File: src/rtl/ysyx_23060184_axi_rr_arbiter_if.sv
`default_nettype none
// ============================================================================
// Module   : ysyx_23060184_axi_rr_arbiter_if
// Brief    : Request/response/grant bundle between masters and the arbiter.
// Revision : 1.0 - initial release
// ============================================================================
interface ysyx_23060184_axi_rr_arbiter_if #(
  parameter int NUM_MASTERS = 2
);
  localparam int IDW = (NUM_MASTERS > 1) ? $clog2(NUM_MASTERS) : 1;

  logic [NUM_MASTERS-1:0] req;
  logic [NUM_MASTERS-1:0] req_wr;
  logic                   s_rvalid;
  logic                   m_rready;
  logic                   s_bvalid;
  logic                   m_bready;
  logic [NUM_MASTERS-1:0] grant;
  logic [IDW-1:0]         grant_id;
  logic                   grant_wr;
  logic                   busy;
  logic                   timeout;

  modport slave (
    input  req, req_wr, s_rvalid, m_rready, s_bvalid, m_bready,
    output grant, grant_id, grant_wr, busy, timeout
  );

  modport master (
    output req, req_wr, s_rvalid, m_rready, s_bvalid, m_bready,
    input  grant, grant_id, grant_wr, busy, timeout
  );
endinterface
`default_nettype wire

File: src/rtl/ysyx_23060184_axi_rr_arbiter.sv
`default_nettype none
// ============================================================================
// Module   : ysyx_23060184_axi_rr_arbiter
// Brief    : N-master AXI4-Lite arbiter, round-robin or fixed priority,
//            grant held until response handshake, optional watchdog.
// Revision : 1.0 - initial release
// ============================================================================
module ysyx_23060184_axi_rr_arbiter #(
  parameter int NUM_MASTERS = 2,
  parameter int MODE        = 0,
  parameter int TIMEOUT     = 0
) (
  input  logic                           clk,
  input  logic                           rstn,
  ysyx_23060184_axi_rr_arbiter_if.slave  bus
);

  localparam int             IDW      = (NUM_MASTERS > 1) ? $clog2(NUM_MASTERS) : 1;
  localparam logic [1:0]     S_IDLE    = 2'd0;
  localparam logic [1:0]     S_GRANT_R = 2'd1;
  localparam logic [1:0]     S_GRANT_W = 2'd2;
  localparam logic [15:0]    TO_LAST  = (TIMEOUT == 0) ? 16'd0 : 16'(TIMEOUT - 1);
  localparam logic [IDW-1:0] LAST_RST = IDW'(NUM_MASTERS - 1);

  logic [1:0]             state_q, state_d;
  logic [NUM_MASTERS-1:0] grant_q, grant_d;
  logic [IDW-1:0]         id_q, id_d;
  logic [IDW-1:0]         last_q, last_d;
  logic                   wr_q, wr_d;
  logic                   busy_q, busy_d;
  logic                   to_q, to_d;
  logic [15:0]            cnt_q, cnt_d;

  logic [IDW-1:0]         winner;
  logic                   any_req;
  logic                   done;
  logic                   to_fire;

  // Round-robin scans from last+1 with wrap; fixed priority scans from 0.
  function automatic logic [IDW-1:0] pick_winner(
    input logic [NUM_MASTERS-1:0] r,
    input logic [IDW-1:0]         last
  );
    logic [IDW-1:0] w;
    logic           found;
    int             idx;
    w     = '0;
    found = 1'b0;
    for (int i = 1; i <= NUM_MASTERS; i++) begin
      if (MODE == 1) idx = i - 1;
      else           idx = (int'(last) + i) % NUM_MASTERS;
      if (!found && r[IDW'(idx)]) begin
        found = 1'b1;
        w     = IDW'(idx);
      end
    end
    return w;
  endfunction

  assign winner  = pick_winner(bus.req, last_q);
  assign any_req = |bus.req;
  assign done    = ((state_q == S_GRANT_R) && bus.s_rvalid && bus.m_rready) ||
                   ((state_q == S_GRANT_W) && bus.s_bvalid && bus.m_bready);
  // A completion on the expiry edge takes precedence over the watchdog.
  assign to_fire = (TIMEOUT != 0) && (state_q != S_IDLE) && (cnt_q == TO_LAST) && !done;

  always_ff @(posedge clk or negedge rstn) begin
    if (!rstn) begin
      state_q <= S_IDLE;
      grant_q <= '0;
      id_q    <= '0;
      last_q  <= LAST_RST;
      wr_q    <= 1'b0;
      busy_q  <= 1'b0;
      to_q    <= 1'b0;
      cnt_q   <= 16'd0;
    end else begin
      state_q <= state_d;
      grant_q <= grant_d;
      id_q    <= id_d;
      last_q  <= last_d;
      wr_q    <= wr_d;
      busy_q  <= busy_d;
      to_q    <= to_d;
      cnt_q   <= cnt_d;
    end
  end

  always_comb begin
    state_d = state_q;
    case (state_q)
      S_IDLE: begin
        if (any_req) state_d = bus.req_wr[winner] ? S_GRANT_W : S_GRANT_R;
      end
      S_GRANT_R, S_GRANT_W: begin
        if (done || to_fire) state_d = S_IDLE;
      end
      default: state_d = S_IDLE;
    endcase
  end

  always_comb begin
    grant_d = grant_q;
    id_d    = id_q;
    last_d  = last_q;
    wr_d    = wr_q;
    busy_d  = busy_q;
    to_d    = 1'b0;
    cnt_d   = cnt_q;
    if (state_q == S_IDLE) begin
      if (any_req) begin
        grant_d         = '0;
        grant_d[winner] = 1'b1;
        id_d            = winner;
        wr_d            = bus.req_wr[winner];
        busy_d          = 1'b1;
        cnt_d           = 16'd0;
      end
    end else if (done || to_fire) begin
      grant_d = '0;
      busy_d  = 1'b0;
      wr_d    = 1'b0;
      last_d  = id_q;
      to_d    = to_fire;
      cnt_d   = 16'd0;
    end else begin
      cnt_d = cnt_q + 16'd1;
    end
  end

  assign bus.grant    = grant_q;
  assign bus.grant_id = id_q;
  assign bus.grant_wr = wr_q;
  assign bus.busy     = busy_q;
  assign bus.timeout  = to_q;

endmodule
`default_nettype wire

File: src/flat_wrapper.sv
// flat-port wrapper written by rule: the top's interface ports become plain ports
module ysyx_23060184_axi_rr_arbiter_flat 
#(
  parameter int NUM_MASTERS = 2,
  parameter int MODE        = 0,
  parameter int TIMEOUT     = 0
)
  (clk, rstn, bus_req, bus_req_wr, bus_s_rvalid, bus_m_rready, bus_s_bvalid, bus_m_bready, bus_grant, bus_grant_id, bus_grant_wr, bus_busy, bus_timeout);
  ysyx_23060184_axi_rr_arbiter_if #(.NUM_MASTERS(NUM_MASTERS)) bus_i ();
  input  logic clk;
  input  logic rstn;
  input wire logic [$bits(bus_i.req)-1:0] bus_req;
  input wire logic [$bits(bus_i.req_wr)-1:0] bus_req_wr;
  input wire logic [$bits(bus_i.s_rvalid)-1:0] bus_s_rvalid;
  input wire logic [$bits(bus_i.m_rready)-1:0] bus_m_rready;
  input wire logic [$bits(bus_i.s_bvalid)-1:0] bus_s_bvalid;
  input wire logic [$bits(bus_i.m_bready)-1:0] bus_m_bready;
  output wire logic [$bits(bus_i.grant)-1:0] bus_grant;
  output wire logic [$bits(bus_i.grant_id)-1:0] bus_grant_id;
  output wire logic [$bits(bus_i.grant_wr)-1:0] bus_grant_wr;
  output wire logic [$bits(bus_i.busy)-1:0] bus_busy;
  output wire logic [$bits(bus_i.timeout)-1:0] bus_timeout;
  assign bus_i.req = bus_req;
  assign bus_i.req_wr = bus_req_wr;
  assign bus_i.s_rvalid = bus_s_rvalid;
  assign bus_i.m_rready = bus_m_rready;
  assign bus_i.s_bvalid = bus_s_bvalid;
  assign bus_i.m_bready = bus_m_bready;
  assign bus_grant = bus_i.grant;
  assign bus_grant_id = bus_i.grant_id;
  assign bus_grant_wr = bus_i.grant_wr;
  assign bus_busy = bus_i.busy;
  assign bus_timeout = bus_i.timeout;
  ysyx_23060184_axi_rr_arbiter #(.NUM_MASTERS(NUM_MASTERS), .MODE(MODE), .TIMEOUT(TIMEOUT)) u_core (.clk(clk), .rstn(rstn), .bus(bus_i));
endmodule
File: config.mk
export PLATFORM = sky130hd
export DESIGN_NAME = ysyx_23060184_axi_rr_arbiter_flat
export DESIGN_NICKNAME = d
export VERILOG_FILES = /design/src/rtl/ysyx_23060184_axi_rr_arbiter_if.sv /design/src/rtl/ysyx_23060184_axi_rr_arbiter.sv /design/src/flat_wrapper.sv
export SDC_FILE = /design/constraint.sdc
export NUM_CORES = 1
export LEC_CHECK = 0
export ABC_AREA = 1
export BUFFER_PORTS_ARGS = -buffer_cell sky130_fd_sc_hd__clkbuf_2
export CAP_MARGIN = 20
export CORE_AREA = 2 2 39 41
export CTS_CLUSTER_DIAMETER = 30
export CTS_CLUSTER_SIZE = 16
export DETAILED_ROUTE_END_ITERATION = 6
export DIE_AREA = 0 0 41 43
export HOLD_SLACK_MARGIN = 0.12
export MAX_ROUTING_LAYER = met4
export PLACE_DENSITY_LB_ADDON = 0.05
export SYNTH_ARGS = -nofsm -noshare
export SYNTH_HDL_FRONTEND = slang
export SYNTH_SLANG_ARGS = --single-unit
File: constraint.sdc
create_clock -name clk -period 1.5 [get_ports clk]
set_input_delay 0.3 -clock clk [delete_from_list [all_inputs] [get_ports clk]]
set_output_delay 0.3 -clock clk [all_outputs]
set_load 0.03 [all_outputs]
# Yosys cells after proc, flatten, opt, wreduce, memory -nomap -nowiden
# Cells that the tools add are included.
# totals
regBits	8
latchBits	0
mem_bits_rw	0
rom_bits	0
input_bits	10
output_inout_bits	6
wordCells	55
memories	0
# op_classes
add_sub_neg	2
multipliers	0
n_div	0
n_lt_le_gt_ge	4
n_eq_ne	4
shifts	0
n_mux	22
bitwise_logic	1
reduce_logical	16
# ops
op	n
1-bit 2-to-1 mux	15
2-bit 2-to-1 mux	5
2-bit AND reduction	4
1-bit logical AND	6
1-bit by 3-bit < comparator with 1-bit output, second input constant	2
2-bit by 1-bit != test with 1-bit output, second input constant	2
2-bit case mux with 2 select lines	1
2-bit OR reduction	2
1-bit adder, second input constant	2
2-bit by 1-bit == test with 1-bit output, second input constant	1
2-bit == test, second input constant	1
2-bit logical NOT	1
1-bit by 2-bit < comparator with 1-bit output, second input constant	1
2-bit nonzero test	1
1-bit demux with 1-bit select	1
1-bit greater-or-equal comparator, second input constant	1
1-bit logical NOT	1
1-bit logical OR	1
1-bit NOT	1

# Logic depth before layout (Yosys ltp)
# Gate-level depths: netlist of run 1.
# depth
word_depth	14
mapped_depth	7
mapped_depth_nobuf	7

# Worst setup path after synthesis of run 1
# No wires, ideal clock.
# synth_timing
kind	register to register
start	reg u_core.state_q[0]
end	reg u_core.grant_q[1], in the netlist u_core.bus.grant[1]
setup_ns	0.066
t_arrival_ns	0.998
required_ns	1.434
path_slack_ns	0.436
path_stages_with_launch	7
path_buffers	0
synth_period_minus_slack_ns	1.064
path_cell_list	dfrtp_1 > inv_1 > ha_1 > inv_1 > nand2_1 > nand3_1 > nand2_1
# synth_between
elab_chain_cells	6
elab_cells_between_ends	12
cone_classes	eq/ne: 3; mux: 1; reduce/logical: 8
# synth_lines
element	line_no	source
start, declared	ysyx_23060184_axi_rr_arbiter.sv:25	logic [1:0] state_q, state_d;
start signal, assigned	ysyx_23060184_axi_rr_arbiter.sv:78	state_q <= state_d;
2-bit by 1-bit == test with 1-bit output / 2-bit == test (equally long branches)	ysyx_23060184_axi_rr_arbiter.sv:62, ysyx_23060184_axi_rr_arbiter.sv:63	
1-bit logical AND (on tied branches) (2 in a row)	ysyx_23060184_axi_rr_arbiter.sv:62, ysyx_23060184_axi_rr_arbiter.sv:63	
1-bit logical OR	ysyx_23060184_axi_rr_arbiter.sv:62	assign done = ((state_q == S_GRANT_R) && bus.s_rvalid && bus.m_rready) ||
2-bit nonzero test (no line)	--	
2-bit AND reduction (no line)	--	
end signal, assigned	ysyx_23060184_axi_rr_arbiter.sv:79	grant_q <= grant_d;
end, declared	ysyx_23060184_axi_rr_arbiter.sv:26	logic [NUM_MASTERS-1:0] grant_q, grant_d;
# Parallel ways exist; a longest one is shown, timed or not.
# A chain may end at the register's enable or synchronous reset.

# Final worst setup path of run 1
# Ends and elaborated chain as after synthesis.

==> results of run 1 <==
## final timing paths
check | slack, ps | start | cells after the start | end
setup / recovery | 260 | u_core.state_q[0]$_DFFE_PN0P_ | 6 | u_core.bus.grant[1]$_DFFE_PN0P_
hold / removal | 370 | bus_req[1] | 3 | u_core.bus.busy$_DFFE_PN0P_
setup reg to reg | 260 | u_core.state_q[0]$_DFFE_PN0P_ | 6 | u_core.bus.grant[1]$_DFFE_PN0P_
hold reg to reg | 480 | u_core.last_q$_DFFE_PN1P_ | 2 | u_core.last_q$_DFFE_PN1P_
max in group asynchronous | 830 | rstn | 2 | u_core.last_q$_DFFE_PN1P_
min in group asynchronous | 410 | rstn | 2 | u_core.bus.grant_wr$_DFFE_PN0P_
## synthesized netlist by cell type, drive strengths merged
cell / count
buf: 1
conb: 1
dfrtp: 7
dfstp: 1
ha: 3
inv: 7
nand2: 21
nand3: 10
nand3b: 1
nor2: 1
o21ai: 3
## stage by stage
| step | setup slack (ps) | utilization, % |
|---|---|---|
| floorplan | 436.4 | - |
| global placement | 256.7 | 38.34 |
| detailed placement | 270.9 | 38.34 |
| CTS | 246.1 | 40.96 |
| global route | 114.6 | 40.96 |
| finish | 264.5 | 40.96 |
## area by class of cell
type	count	share of cell area (%)
Timing Repair Buffer	15	14.13
Multi-Input combinational cell	40	37.09
Clock buffer	4	4.636
Inverter	7	5.077
Sequential cell	8	35.54
Tap cell	16	3.532
## cells by family (layout without fill, tap and decap cells)
group           after synthesis  count (layout)  share of synthesized area (%)
other cells                   1               1                         0.8372
simple gates                 33              33                          31.84
flops                         8               8                          44.97
compound gates                3               3                          5.867
fa+ha+maj                     3               3                          8.381
buf+inv                       8              26                          8.102
## worst max-delay path, stage by stage, from the launching register on
cell and delay [ps]:
sky130_fd_sc_hd__dfrtp_1 400, sky130_fd_sc_hd__inv_1 90, sky130_fd_sc_hd__ha_1 270, sky130_fd_sc_hd__inv_1 60
sky130_fd_sc_hd__nand2_1 180, sky130_fd_sc_hd__nand3_1 90, sky130_fd_sc_hd__nand2_1 70
## metal layers
layer | wire length, µm | track usage, %
met2 | 386 | 16.56
met3 | 50 | 3.141
met1 | 449 | 18.60
met5 | 0 | -
met4 | 27 | 6.000
## registers in the layout, summed over array words and instances, names as in the netlist
| name | cells |
|---|---|
| u_core.bus.grant_id | 1 |
| u_core.bus.grant_wr | 1 |
| u_core.bus.grant | 2 |
| u_core.last_q | 1 |
| u_core.state_q | 2 |
| u_core.bus.busy | 1 |
## power breakdown
part / switching, W / internal, W
Combinational: 0.000371 / 0.000176
Clock: 0.0000866 / 0.000102
Sequential: 0.0000502 / 0.000319
==> qor.yml, run 1 <==
floorplan:
  boundaryPins: 16
  floorplan.initialDensity_pct: 32.37
  die_y_um: 43
  design.core.area_um2: 1384
  placementRows: 14
  fp.dieW_um: 41
  floorplan.die_area_um2: 1763
timing:
  worst_clock_skew_ps: 10.44
  timing_hold_violations_final: 0
  max_freq_mhz: 809.4
  setup_repair_after_global_routing_missed_its_margin: "false"
  finalWorstPathRequiredPeriod_ps: 1235
  totalNegativeSetupSlack_ps: 0
  timing_max_transition_violations_final: 0
  report.final.setup_viol: 0
  timing.hold.ws_ps: 370.3
  finalCritPeriodShare_pct: 82.36
logic_synthesis:
  synthDominantAreaCellType: "sky130_fd_sc_hd__dfrtp_1"
  post_synth_main_area_contributors: "sky130_fd_sc_hd__dfrtp_1, sky130_fd_sc_hd__nand2_1, sky130_fd_sc_hd__nand3_1"
  synth_seq_area_share_pct: 44.97
  synthesis.nets: 69
  synthesis.area_per_instance_um2: 7.999
  yosysWarnings: 0
  synthesis.area_um2: 447.9
  synth_cells: 56
  netlist-cell-type-count: 14
  yosys_register_bits: 8
  synth.top_cell.area_share_pct: 39.11
place:
  dp.final_hpwl_um: 722
  dp_cells: 85
  port_buffers: 14
  placed_cell_area_um2: 530.5
  gp_routability_congestion: 0.7587
cells_and_area:
  antennaDiodeCount: 0
  areaGrowthSynthToFinish_pct: 26.54
  post_route_cells_drive_above_1_share_pct: 28.38
  layout.cells.non_filler: 90
  regArea_um2: 201.4
  multiInputGateArea_um2: 210.2
  nNetsFinal: 88
  layout.cell_area.non_filler_um2: 566.8
  layout_common_cells: "sky130_fd_sc_hd__nand2_1, sky130_fd_sc_hd__clkbuf_2, sky130_fd_sc_hd__nand3_1"
  layout.filler_cells: 150
  most_common_cell_after_layout_fill_and_taps_aside: "sky130_fd_sc_hd__nand2_1"
global_route:
  overflow: 0
  grt_antenna_before_repair: 0
  grt_pass1_vias: 353
  grt_start_max_net_pins: 9
  grt_first_pass_wirelength_um: 1455
  global_route_usage_over_all_layers_pct: 12.89
power:
  ir_worst_vdd_v: 0.0006404
  power_leakage_nw: 0.3241
  power_per_cell_area_nw_per_um2: 1949
  finalPower_w: 0.001105
clock_tree:
  clock_edge_transition_at_the_registers_on_the_reported_setup_and_hold_paths_ps: 70
  root_buffer_cell: "sky130_fd_sc_hd__clkbuf_4"
  tritoncts.num_buffers: 3
  post_cts_resized: 0
  clk_path_buf_depth: 2
  post-cts-setup-buffer-count: 0
  clkSinkCount: 8
  cts_hold_repair.buffers: 1
  clk_latency_ps: 270
  clock_tree.htree_level_count: 1
  tritoncts: "built"
route:
  routed-via-count: 396
  wire_per_inst_um: 10.14
  antenna_left: 0
  vias_per_cell: 4.400
  detail_route.iter0.violations: 3
  post-route-drc-count: 0
  firstDrtPassIters: 3
  route.final.wire_length_um: 913
setup_path:
  timing_worst_setup_path_type: "register to register"
  required_ps: 1700
  cp_data_arrival_time_ps: 1430
  crit_fanout: 6
  timing.critical_path.from_type: "register"
  end_kind: "register"
flow_run:
  drv.max_cap_violation_count: 0
outcome:
  status: "finished clean"
min_path:
  min_path_type: "primary input to register"
(Power assumes the default switching activity.)
==> run 2, diff against run 1 <==
==> constraint.sdc (replaced) <==
create_clock -name clk -period 1.25 [get_ports clk]
set_input_delay 0.25 -clock clk [delete_from_list [all_inputs] [get_ports clk]]
set_output_delay 0.25 -clock clk [all_outputs]
set_load 0.03 [all_outputs]
==> qor.yml, run 2 (synthesis results as in run 1) <==
outcome:
  status: "finished clean"
global_route:
  gr_met1_demand_resource_pct: 17.11  # -1.5 points
  grt_first_pass_wirelength_um: 1552  # +6.7%
  overflow: 0  # unchanged
  groute.layer.met2.usage_pct: 19.38  # +2.8 points
  global_route_usage_over_all_layers_pct: 13.66  # +0.77 points
  grt_antenna_before_repair: 0  # unchanged
  gr-max-usage-layer: "met2"
  grt_start_max_net_pins: 9  # unchanged
  groute.layer.met3.usage_pct: 4.712  # +1.6 points
  grt_pass1_vias: 385  # +9.1%
clock_tree:
  clock_edge_transition_at_the_registers_on_the_reported_setup_and_hold_paths_ps: 60  # about the same
  root_buffer_cell: "sky130_fd_sc_hd__clkbuf_4"
  tritoncts: "built"
  clkSinkCount: 8  # unchanged
  clk_latency_ps: 260  # about the same
  clock_tree.htree_level_count: 1  # unchanged
  tritoncts.num_buffers: 3  # unchanged
  clk_path_buf_depth: 2  # unchanged
route:
  detail_route.iter0.violations: 2  # -1
  antenna_left: 0  # unchanged
  wire_per_inst_um: 10.01  # -1.3%
  vias_per_cell: 4.516  # +2.6%
  route.final.wire_length_um: 911  # -0.22%
  firstDrtPassIters: 2  # -1
  post-route-drc-count: 0  # unchanged
  routed-via-count: 411  # +3.8%
cells_and_area:
  areaGrowthSynthToFinish_pct: 33.24
  antennaDiodeCount: 0  # unchanged
  layout_common_cells: "sky130_fd_sc_hd__nand2_1, sky130_fd_sc_hd__clkbuf_2, sky130_fd_sc_hd__nand3_1"
  post_route_cells_drive_above_1_share_pct: 37.33  # +9.0 points
  fin_util_pct: 43.13  # +2.2 points
  layout.filler_cells: 160  # +6.7%
  multiInputGateArea_um2: 232.7  # +11%
  regArea_um2: 201.4  # unchanged
  most_common_cell_after_layout_fill_and_taps_aside: "sky130_fd_sc_hd__nand2_1"
  layout.cell_area.non_filler_um2: 596.8  # +5.3%
  nNetsFinal: 89  # +1.1%
power:
  power_leakage_nw: 0.3403  # +5.0%
  ir_worst_vdd_v: 0.0008311  # +30%
  power_per_cell_area_nw_per_um2: 2307  # +18%
timing:
  timing_max_transition_violations_final: 0  # unchanged
  timing_hold_violations_final: 0  # unchanged
  totalNegativeSetupSlack_ps: 0  # unchanged
  finalCritPeriodShare_pct: 93.32  # +11 points
  worst_clock_skew_ps: 11.94  # +1.499 ps
  finalWorstPathRequiredPeriod_ps: 1166  # -69.00 ps
  report.final.setup_viol: 0  # unchanged
  max_freq_mhz: 857.3  # +5.9%
setup_path:
  required_ps: 1390  # -310 ps
  cp_slowest_stage_delay_ps: 410  # about the same
  end_kind: "register"
  crit_top_cell: "sky130_fd_sc_hd__nand3_1"
  timing.critical_path.from_type: "register"
  cp_data_arrival_time_ps: 1300  # -130 ps
  timing_worst_setup_path_type: "register to register"
  crit_fanout: 6  # unchanged
  critical_path.slowest_cell: "sky130_fd_sc_hd__dfrtp_1"
  path_cells: "inv_2, ha_1, nand3_1, nand2_2, nand2_4, nand3_1, nand2_1"
flow_run:
  drv.max_cap_violation_count: 0  # unchanged
min_path:
  min_path_type: "primary input to register"
place:
  gp_routability_congestion: 0.7529  # -0.76%
  dp.final_hpwl_um: 744.2  # +3.1%
  placed_cell_area_um2: 530.5  # unchanged
  port_buffers: 14  # unchanged
floorplan:
  placementRows: 14  # unchanged
  boundaryPins: 16  # unchanged
  floorplan.initialDensity_pct: 32.37  # unchanged
  design.core.area_um2: 1384  # unchanged
  floorplan.die_area_um2: 1763  # unchanged
  die_y_um: 43  # unchanged
  fp.dieW_um: 41  # unchanged
-- run 2: cell types whose count changed in the layout (fill, tap and decap cells not counted), sizes merged --
cell	change
buf	+1
-- run 2: per-stage QoR --
stage                     std cells  hold WS (ps)  setup slack, ps  total power (W)
after global routing             91         310.8           -8.427         0.001508
after global placement           85         116.3            14.43         0.001118
final                            91         303.6            83.53         0.001377
after floorplan                  56        -45.59            186.4        0.0009357
after CTS                        90         295.5            3.454         0.001353
after detailed placement         85         108.9            27.45         0.001115
-- run 2: worst max-delay path: cells and delay by family, from the launching register on --
family        cells  cell delay (ps)
fa+ha+maj         1              150
buf+inv           1               80
flops             1              410
simple gates      5              420
-- run 2: cell type report --
| class | instances | area share, % |
|---|---|---|
| clock buffers | 4 | 4.403 |
| inverters | 7 | 4.822 |
| multi-input cells | 40 | 38.99 |
| flip-flops and latches | 8 | 33.75 |
| well taps | 16 | 3.354 |
| repair buffers | 16 | 14.68 |
-- run 2: worst paths after layout --
kind	from	endpoint	slack [ps]	cells after the start
worst max register to register	u_core.state_q[0]$_DFFE_PN0P_	u_core.bus.grant[0]$_DFFE_PN0P_	80	7
worst min-delay path	bus_req[1]	u_core.bus.busy$_DFFE_PN0P_	300	3
min in group asynchronous	rstn	u_core.state_q[1]$_DFFE_PN0P_	370	2
max in group asynchronous	rstn	u_core.last_q$_DFFE_PN1P_	620	2
worst min register to register	u_core.bus.busy$_DFFE_PN0P_	u_core.bus.busy$_DFFE_PN0P_	480	2
worst max-delay path	u_core.state_q[0]$_DFFE_PN0P_	u_core.bus.grant[0]$_DFFE_PN0P_	80	7
-- run 2: timing repair --
item / CTS / global route
setup buffers: 0 / 1
hold endpoints to repair: 8 / 0
resized for setup: 1 / 6
hold buffers: 1 / 0
setup endpoints to repair: 2 / 7
-- run 2: per-layer routing --
| layer | vias up | share of wire [%] |
|---|---|---|
| met5 | - | 0 |
| li1 | 216 | - |
| met2 | 8 | 50 |
| met1 | 185 | 46 |
| met3 | 2 | 3.5 |
| met4 | 0 | 0.55 |
-- run 2: power breakdown --
part           internal [W]  switching, W
Combinational      0.000246      0.000471
Sequential         0.000383     0.0000642
Clock              0.000122     0.0000898
Total              0.000751      0.000625
==> run 3, diff against run 2 <==
--- a/config.mk
+++ b/config.mk
@@ -16,6 +16,7 @@
 export HOLD_SLACK_MARGIN = 0.12
 export MAX_ROUTING_LAYER = met4
 export PLACE_DENSITY_LB_ADDON = 0.05
+export REMOVE_ABC_BUFFERS = 1
 export SYNTH_ARGS = -nofsm -noshare
 export SYNTH_HDL_FRONTEND = slang
 export SYNTH_SLANG_ARGS = --single-unit
==> qor.yml, run 3 (synthesis results as in run 1) <==
global_route:
  global_route_usage_over_all_layers_pct: 13.35  # -0.31 points
  grt_pass1_vias: 393  # +2.1%
  overflow: 0  # unchanged
  grt_start_max_net_pins: 9  # unchanged
  grt_antenna_before_repair: 0  # unchanged
  grt_first_pass_wirelength_um: 1531  # -1.4%
route:
  vias_per_cell: 4.511  # -0.12%
  firstDrtPassIters: 3  # +1
  antenna_left: 0  # unchanged
  routed-via-count: 406  # -1.2%
  route.final.wire_length_um: 897  # -1.5%
  detail_route.iter0.violations: 3  # +1
  wire_per_inst_um: 9.967  # -0.44%
  post-route-drc-count: 0  # unchanged
cells_and_area:
  areaGrowthSynthToFinish_pct: 31.01
  layout_common_cells: "sky130_fd_sc_hd__nand2_1, sky130_fd_sc_hd__clkbuf_2, sky130_fd_sc_hd__nand3_1, sky130_fd_sc_hd__dfrtp_1, sky130_fd_sc_hd__inv_1"
  fin_util_pct: 42.41  # -0.72 points
  most_common_cell_after_layout_fill_and_taps_aside: "sky130_fd_sc_hd__nand2_1"
  antennaDiodeCount: 0  # unchanged
  nNetsFinal: 88  # -1.1%
  post_route_cells_drive_above_1_share_pct: 37.84  # +0.50 points
power:
  power.share.sequential_pct: 33.1  # +0.6 points
  power_per_cell_area_nw_per_um2: 2308  # about the same
  finalPower_w: 0.001354  # -1.6%
  ir_worst_vdd_v: 0.001073  # +29%
  clkPwrFrac_pct: 15.7  # +0.3 points
  intPower_w: 0.0007334  # -2.4%
  power_switching_w: 0.0006210  # -0.69%
  p_sw_share_pct: 45.85  # +0.43 points
  p_comb_share_pct: 51.2  # -0.9 points
  power_leakage_nw: 0.3260  # -4.2%
timing:
  report.final.setup_viol: 0  # unchanged
  max_freq_mhz: 881.4  # +2.8%
  setup_repair_after_global_routing_missed_its_margin: "false"
  worst_clock_skew_ps: 3.290  # -8.648 ps
  finalCritPeriodShare_pct: 90.76  # -2.6 points
  timing_hold_violations_final: 0  # unchanged
  totalNegativeSetupSlack_ps: 0  # unchanged
  finalWorstPathRequiredPeriod_ps: 1135  # -31.92 ps
  timing_max_transition_violations_final: 0  # unchanged
  finalWorstSetupSlack_ps: 115.4  # +31.92 ps
clock_tree:
  tritoncts.num_buffers: 3  # unchanged
  clock_tree.htree_level_count: 1  # unchanged
  root_buffer_cell: "sky130_fd_sc_hd__clkbuf_4"
  post-cts-setup-buffer-count: 0  # unchanged
  clk_latency_ps: 250  # about the same
  clock_edge_transition_at_the_registers_on_the_reported_setup_and_hold_paths_ps: 60  # about the same
  tritoncts: "built"
  clkSinkCount: 8  # unchanged
  clk_path_buf_depth: 2  # unchanged
setup_path:
  crit_top_cell: "sky130_fd_sc_hd__nand2_1"
  crit_fanout: 6  # unchanged
  rrSetupSlack_ps: 120  # +30 ps
  timing.critical_path.from_type: "register"
  critical-path-top-delay-family: "flip-flops"
  end_kind: "register"
  cp_data_arrival_time_ps: 1280  # -20 ps
  timing.critical_path.buf_inv: 1  # unchanged
  cp_slowest_stage_delay_ps: 400  # about the same
  critical_path.slowest_cell: "sky130_fd_sc_hd__dfrtp_1"
  path_cells: "inv_2, ha_2, nand3_2, nand2_1, nand2_2, nand3_1, nand2_1"
  required_ps: 1390  # about the same
  timing_worst_setup_path_type: "register to register"
flow_run:
  drv.max_cap_violation_count: 0  # unchanged
place:
  gp_routability_congestion: 0.7045  # -6.4%
  detailedPlace.worstSlack_ps: 60.96  # +33.51 ps
  dp.final_hpwl_um: 772.5  # +3.8%
  port_buffers: 14  # unchanged
floorplan:
  floorplan.die_area_um2: 1763  # unchanged
  fp.dieW_um: 41  # unchanged
  design.core.area_um2: 1384  # unchanged
  boundaryPins: 16  # unchanged
  placementRows: 14  # unchanged
  floorplan.initialDensity_pct: 32.37  # unchanged
  die_y_um: 43  # unchanged
min_path:
  min_path_type: "primary input to register"
outcome:
  status: "finished clean"
==> run 3: routing by layer <==
| metal | vias to the layer above | global-route usage (%) | routed length (µm) |
|---|---|---|---|
| li1 | 211 | - | - |
| met1 | 183 | 16.78 | 412 |
| met2 | 12 | 18.75 | 437 |
| met3 | 0 | 3.141 | 47 |
| met4 | 0 | 8.000 | 0 |
| met5 | - | - | 0 |
==> run 3: power by group through the flow <==
stage               Combinational (W)  Sequential (W)  Clock (W)
finish                       0.000693        0.000449   0.000213
global route                 0.000775        0.000467   0.000238
CTS                          0.000675        0.000448   0.000224
detailed placement           0.000664        0.000454          0
global placement             0.000680        0.000452          0
floorplan                    0.000350        0.000584          0
==> run 3: layout make-up <==
cell class                      instances  area, µm²
Fill cell                             146      797.0
Clock buffer                            4      26.28
Sequential cell                         8      201.4
Multi-Input combinational cell         40      230.2
Tap cell                               16      20.02
Timing Repair Buffer                   15      80.08
Inverter                                7      28.78
==> run 3: worst min-delay path, delay by kind of cell <==
kind | cells | cell delay (ps)
AOI/OAI and AO/OA | 1 | 90
buffers and inverters | 1 | 120
and+or+nand+nor | 1 | 70
==> run 3: path summary, 6_finish.rpt <==
check | depth (start not counted) | startpoint | end
setup / recovery | 7 | u_core.state_q[0]$_DFFE_PN0P_ | u_core.bus.grant[1]$_DFFE_PN0P_
hold / removal | 3 | bus_req[1] | u_core.bus.busy$_DFFE_PN0P_
setup reg to reg | 7 | u_core.state_q[0]$_DFFE_PN0P_ | u_core.bus.grant[1]$_DFFE_PN0P_
hold reg to reg | 2 | u_core.last_q$_DFFE_PN1P_ | u_core.last_q$_DFFE_PN1P_
max in group asynchronous | 2 | rstn | u_core.last_q$_DFFE_PN1P_
min in group asynchronous | 2 | rstn | u_core.bus.busy$_DFFE_PN0P_
==> run 3: through the flow <==
stage	cell area, µm²	instances	hold slack, ps
detailed placement	530.5	85	107.8
floorplan	440.4	55	-45.59
global placement	530.5	85	106.3
global route	586.8	90	315.1
CTS	566.8	90	312.4
finish	586.8	90	316.6
==> run 3: what timing repair did <==
action                                 in CTS  in global routing
hold buffers                                1                  0
resized for setup                           0                  7
endpoints found under the hold margin       8                  0
setup endpoints to repair                   0                  7
